File: config.mk
export PLATFORM = sky130hd
export DESIGN_NAME = spike_readout
export DESIGN_NICKNAME = d
export VERILOG_FILES = /design/src/rtl/snn_pkg.sv /design/src/rtl/readout_argmax.sv /design/src/rtl/spike_readout.sv
export SDC_FILE = /design/constraint.sdc
export NUM_CORES = 1
export LEC_CHECK = 0
export ABC_AREA = 1
export CORE_MARGIN = 2
export CORE_UTILIZATION = 55
export CTS_BUF_LIST = sky130_fd_sc_hd__clkbuf_4
export DETAILED_ROUTE_END_ITERATION = 16
export MAX_ROUTING_LAYER = met4
export PLACE_DENSITY_LB_ADDON = 0.2
export SETUP_SLACK_MARGIN = 0.02
export SYNTH_ARGS = -nofsm -noshare
export SYNTH_HDL_FRONTEND = slang
export SYNTH_SLANG_ARGS = --single-unit
File: constraint.sdc
create_clock -name CLK -period 3 [get_ports CLK]
set_input_delay 0.3 -clock CLK [delete_from_list [all_inputs] [get_ports CLK]]
set_output_delay 0.3 -clock CLK [all_outputs]
set_load 0.03 [all_outputs]
File: src/rtl/snn_pkg.sv
// Shared state encodings and derived-size helpers for the SNN readout slice.
package snn_pkg;

   localparam logic [1:0] S_IDLE   = 2'd0;
   localparam logic [1:0] S_ACCUM  = 2'd1;
   localparam logic [1:0] S_ARGMAX = 2'd2;
   localparam logic [1:0] S_DONE   = 2'd3;

   function automatic int unsigned calc_beats(input int unsigned n_neuron,
                                              input int unsigned io_width);
      return n_neuron / io_width;
   endfunction

   // Index width that stays at least one bit for single-entry ranges
   function automatic int unsigned calc_idx_width(input int unsigned n);
      return (n > 1) ? $clog2(n) : 1;
   endfunction

   localparam int unsigned DEF_IO_WIDTH   = 8;
   localparam int unsigned DEF_N_NEURON   = 16;
   localparam int unsigned BEATS          = calc_beats(DEF_N_NEURON, DEF_IO_WIDTH);
   localparam int unsigned CLS_WIDTH      = calc_idx_width(DEF_N_NEURON);
   localparam int unsigned BEAT_IDX_WIDTH = calc_idx_width(BEATS);

endpackage

File: src/rtl/readout_argmax.sv
// Sequential argmax: one value per enabled cycle, ties keep the earliest index.
module readout_argmax #(
   parameter int unsigned CLS_W = 4,
   parameter int unsigned VAL_W = 6
) (
   input  logic             clk,
   input  logic             rst,
   input  logic             en,
   input  logic             first,
   input  logic [CLS_W-1:0] idx,
   input  logic [VAL_W-1:0] value,
   output logic [CLS_W-1:0] best_idx,
   output logic [VAL_W-1:0] best_val
);

   always_ff @(posedge clk) begin
      if (rst) begin
         best_idx <= '0;
         best_val <= '0;
      end else if (en && (first || (value > best_val))) begin
         best_idx <= idx;
         best_val <= value;
      end
   end

endmodule

File: src/rtl/spike_readout.sv
// Output-layer spike counter bank with a sequential argmax classifier.
module spike_readout
   import snn_pkg::*;
#(
   parameter int unsigned IO_WIDTH  = 8,
   parameter int unsigned N_NEURON  = 16,
   parameter int unsigned T_WIDTH   = 5,
   parameter int unsigned CNT_WIDTH = 6
) (
   input  logic                                CLK,
   input  logic                                RST,
   input  logic                                START,
   input  logic [T_WIDTH-1:0]                  NUM_T,
   input  logic                                IN_VALID,
   input  logic [IO_WIDTH-1:0]                 IN_SPIKE,
   output logic                                BUSY,
   output logic                                RES_VALID,
   input  logic                                RES_READY,
   output logic [calc_idx_width(N_NEURON)-1:0] RES_CLASS,
   output logic [CNT_WIDTH-1:0]                RES_COUNT,
   output logic                                SAT
);

   localparam int unsigned N_BEATS = calc_beats(N_NEURON, IO_WIDTH);
   localparam int unsigned CLS_W   = calc_idx_width(N_NEURON);
   localparam int unsigned BIDX_W  = calc_idx_width(N_BEATS);

   logic [1:0]           state_q, state_d;
   logic [CNT_WIDTH-1:0] cnt_q [N_NEURON];
   logic [BIDX_W-1:0]    beat_q;
   logic [T_WIDTH-1:0]   step_q;
   logic [T_WIDTH-1:0]   num_t_q;
   logic [CLS_W-1:0]     scan_q;
   logic                 sat_q, busy_q, res_valid_q;
   logic [N_NEURON-1:0]  hit_c, full_c;
   logic                 start_c, beat_c, beat_wrap_c, last_beat_c, scan_last_c, accept_c;

   assign start_c     = (state_q == S_IDLE) && START;
   assign beat_c      = (state_q == S_ACCUM) && IN_VALID;
   assign beat_wrap_c = (beat_q == BIDX_W'(N_BEATS - 1));
   assign last_beat_c = beat_c && beat_wrap_c && (step_q == num_t_q);
   assign scan_last_c = (state_q == S_ARGMAX) && (scan_q == CLS_W'(N_NEURON - 1));
   assign accept_c    = (state_q == S_DONE) && res_valid_q && RES_READY;

   // Per-neuron increment request for the beat currently on the bus
   for (genvar g = 0; g < N_NEURON; g++) begin : g_hit
      assign hit_c[g]  = beat_c && (beat_q == BIDX_W'(g / IO_WIDTH)) && IN_SPIKE[g % IO_WIDTH];
      assign full_c[g] = (cnt_q[g] == {CNT_WIDTH{1'b1}});
   end

   always_ff @(posedge CLK) begin
      if (RST) state_q <= S_IDLE;
      else     state_q <= state_d;
   end

   always_comb begin
      state_d = state_q;
      case (state_q)
         S_IDLE:   if (start_c)     state_d = S_ACCUM;
         S_ACCUM:  if (last_beat_c) state_d = S_ARGMAX;
         S_ARGMAX: if (scan_last_c) state_d = S_DONE;
         S_DONE:   if (accept_c)    state_d = S_IDLE;
         default:                   state_d = S_IDLE;
      endcase
   end

   always_ff @(posedge CLK) begin
      if (RST) begin
         busy_q      <= 1'b0;
         res_valid_q <= 1'b0;
      end else begin
         busy_q      <= (state_d == S_ACCUM) || (state_d == S_ARGMAX);
         res_valid_q <= (state_d == S_DONE);
      end
   end

   // Saturating counter bank
   always_ff @(posedge CLK) begin
      if (RST || start_c) begin
         for (int n = 0; n < N_NEURON; n++) cnt_q[n] <= '0;
      end else begin
         for (int n = 0; n < N_NEURON; n++)
            if (hit_c[n] && !full_c[n]) cnt_q[n] <= cnt_q[n] + CNT_WIDTH'(1);
      end
   end

   always_ff @(posedge CLK) begin
      if (RST || start_c)              sat_q <= 1'b0;
      else if (|(hit_c & full_c))      sat_q <= 1'b1;
   end

   always_ff @(posedge CLK) begin
      if (RST) begin
         beat_q  <= '0;
         step_q  <= '0;
         num_t_q <= '0;
      end else if (start_c) begin
         beat_q  <= '0;
         step_q  <= '0;
         num_t_q <= NUM_T;
      end else if (beat_c) begin
         if (beat_wrap_c) begin
            beat_q <= '0;
            step_q <= step_q + T_WIDTH'(1);
         end else begin
            beat_q <= beat_q + BIDX_W'(1);
         end
      end
   end

   always_ff @(posedge CLK) begin
      if (RST)                       scan_q <= '0;
      else if (state_q == S_ARGMAX)  scan_q <= scan_last_c ? '0 : scan_q + CLS_W'(1);
      else                           scan_q <= '0;
   end

   readout_argmax #(
      .CLS_W (CLS_W),
      .VAL_W (CNT_WIDTH)
   ) u_argmax (
      .clk      (CLK),
      .rst      (RST),
      .en       (state_q == S_ARGMAX),
      .first    (scan_q == '0),
      .idx      (scan_q),
      .value    (cnt_q[scan_q]),
      .best_idx (RES_CLASS),
      .best_val (RES_COUNT)
   );

   assign BUSY      = busy_q;
   assign RES_VALID = res_valid_q;
   assign SAT       = sat_q;

endmodule

==> summary.md <==
The tools report the max-slew violation count as 0. The run gives 0 as the final number of hold-violating endpoints. Data on the critical path is required at its endpoint by 3490 ps. In this run, distinct cell masters in the synthesized netlist total 35. The die is 121 um tall. The clock latency of the later-clocked register in the worst-skew pair is 560 ps.

Entering global routing, the biggest net connects 43 pins. Summing the areas of all and, or, nand and nor instances in the mapped netlist gives 28.2% of the synthesized area. The logs give 25.4% for the overall fraction of global-route tracks in use and 13200 um2 for the standard cell core area. After synthesis, the largest area contributor takes up 38.6% of total cell area. The minimum setup slack in the final design is 412 ps. TritonCTS built the clock tree. Counting every sink on the clock net gives 126. By area, the combinational part of the netlist is dominated by simple AND/OR/NAND/NOR gates. A synthesized cell averages 7.78 um2. In the final routed layout, each cell accounts on average for 14.3 um. The run gives 0 as the final setup violation count. The transition time at the pin with the least slew margin is 544 ps.

For the final database, setup skew stands at 23.7 ps. 0 antenna diodes ended up in the layout. Summing the areas of all fa, ha and maj instances in the mapped netlist gives 4.36% of the synthesized area.

Relative to the synthesized area, the layout overhead comes to 10.2%. By instance count, the leading cell after synthesis is nand2_1. The worst setup path is launched from a register. The first global-routing pass estimated 28.2 mm of wire. The number of synthesized flops with an enable pin was 96; the clock buffer count from CTS was 17. The cell area after technology mapping was 7470 um2. The async set or reset register ratio after synthesis came out at 0%.

The number of buffer cells added on primary ports is 30, and the weighted congestion reported at the end of routability-driven placement is 0.969. The nature of the critical path endpoint is a register. The top-level I/O count was 31. The die covers 14500 um2. The run gives 0 as the number of buffers inserted for hold repair after clock tree synthesis. The sequential cell area fraction in the yosys report is 46.7%, and the XOR/XNOR share of the synthesized area is 1.64%.

The tool flagged a number of max-cap violations equal to 0. After routing the design area is 8230 um2. The complex-gate fraction of the synthesized area was 11.0%. Clock tree synthesis selected as its root buffer the cell clkbuf_4.

The logs give 0 for the remaining global-route overflow and 4 for the number of H-tree branching levels. The power density of the placed cells is 429 nW/um2. The achievable frequency is 386 MHz. The critical path is of the register to register type. The cell taking the most area after synthesis was edfxtp_1. In this run the worst hold path is classified as primary input to register. Counting I/O delays and the setup requirement, the final critical path takes 2590 ps. The headroom to the max-slew limit is 63.4%. Timing analysis after detailed placement gives a worst setup slack of 323 ps. After routing, the total negative slack on setup checks comes to 0 ps. The run gives 0 as the final antenna-violating net count. Setup repair after global routing left no endpoint under its margin. The post-route DRC violation count is 0. The first detailed-routing pass took 8 iterations.

The run gives 62.1% as the core utilization of the finished layout. The number of storage elements in the synthesis netlist was 126; the post-layout net count was 1043. The post-synthesis mux area share was 0%.

After synthesis, the cell types taking the most area are edfxtp_1 (39%), nand2_1 (10%), dfxtp_1 (8.0%). The share of cells above drive strength 1 is 8.30%. After layout, the worst path uses 86.3% of the clock period. The tools report the initial antenna violation count as 0. The top fanout value on the critical path is 32. The register clock-pin slew on the reported worst setup and hold paths is 100 ps.

Counting every net in the synthesized netlist gives 1004. After technology mapping, the gate count stands at 960. Counting along the longest clock path gives a buffer depth of 2. The die is 121 um wide. The run gives 0.000329 V as the worst vdd rail ir drop.

The run gives 3.31 nW as the static leakage. The most frequently used flop master after synthesis was edfxtp_1. The routed wire length was 17.0 mm; the number of core rows was 42. After detailed routing, the number of vias per cell comes to 5.43. For this block, the via count after detailed routing is 6445.

For the initial core utilization, the log shows 56.4%. The run finished with clean final reports. The logs give 5824 for the via count of the first global-routing pass and 8010 um2 for the instance area after placement. The tools report the worst hold margin as 373 ps. Total of warnings raised by yosys: 0.

Once detailed placement completed, the half-perimeter wirelength came to 12.8 mm. The DRC violation total after the first TritonRoute iteration came out at 569. Data on the critical path arrives at its endpoint at 3070 ps. The commonest cells after synthesis are nand2_1 (203), nor2_1 (141), inv_1 (121), edfxtp_1 (96), nand3_1 (81).
==> sequential cells by signal, summed over array words and instances, names as in the netlist <==
register	flops
RES_VALID	1
step_q	5
SAT	1
num_t_q	5
BUSY	1
u_argmax.best_idx	4
cnt_q	96
scan_q	4
beat_q	1
u_argmax.best_val	6
state_q	2
==> logic make-up (layout without fill, tap and decap cells) <==
kind of cell / after synthesis / count (layout)
AO/OA/AOI/OAI: 151 / 151
XOR/XNOR: 14 / 14
adder cells (fa/ha/maj): 26 / 26
buffers and inverters: 155 / 207
flip-flops: 126 / 126
AND/OR/NAND/NOR: 488 / 488
==> critical path, stage by stage (launching register included) <==
cell and delay, ps:
dfxtp_2 350, inv_1 50, buf_4 290, nand2_1 110, nand3_1 80, o21ai_0 90, nand2_1 60, nand4_1 150
ha_1 360, nand2_1 60, nor2_1 140, nand2_1 70, nand3_1 70, nand2_1 50, nand2_1 140, nand2_2 210
nand2_1 120, nand2_1 50, nor2_1 80
==> what timing repair did <==
action,in CTS,in global routing
endpoints found under the setup margin,0,10
resized for setup,0,1
setup buffers,0,0
==> where the power goes <==
part	total, mW	switching (mW)	internal, mW
Combinational	0.418	0.262	0.156
Sequential	2.13	0.119	2.01
Clock	0.975	0.617	0.358
==> cells in the final DEF, fill, tap and decap left out, drive strengths merged <==
cell type and instances:
clkbuf 22, nand3b 2, dfxtp 30, or3 1, o21a 2, xor2 5, o21ai 66, nand3 83
inv 127, or2 15, clkdlybuf4s50 30, o2111ai 1, ha 26, o211ai 14, nand4 17, nor3 17
clkinvlp 2, edfxtp 96, o31ai 2, o21bai 1, nand2 204, a21oi 65, xnor2 9, and3b 1
buf 18, nor2 146, nor3b 2, clkinv 8
==> layout make-up <==
type	count	area, um2
clock buffers	22	165
flip-flops and latches	126	3480
repair buffers	48	448
multi-input cells	679	3380
fillers	1198	5020
well taps	176	220
clock inverters	10	52.6
inverters	127	477
==> layer usage <==
metal	routed length, um	GRT usage [%]
met1	7830	33.6
met2	7700	38.6
met3	1090	5.61
met4	369	9.74
met5	0	-
==> final timing paths <==
kind                   startpoint                   end  slack [ps]  cells after the start
max                     scan_q[0]  u_argmax.best_val[1]         410                     18
min                      NUM_T[0]            num_t_q[0]         370                      3
max reg2reg             scan_q[0]  u_argmax.best_val[1]         410                     18
min reg2reg  u_argmax.best_idx[0]  u_argmax.best_idx[0]         470                      2
==> per-stage QoR <==
step | cells | power [mW]
after floorplan | 960 | 2.42
after global placement | 1156 | 2.58
after detailed placement | 1156 | 2.59
after CTS | 1188 | 3.55
after global routing | 1188 | 3.69
final | 1188 | 3.53
Note: power is estimated with default switching activity, not from simulation.
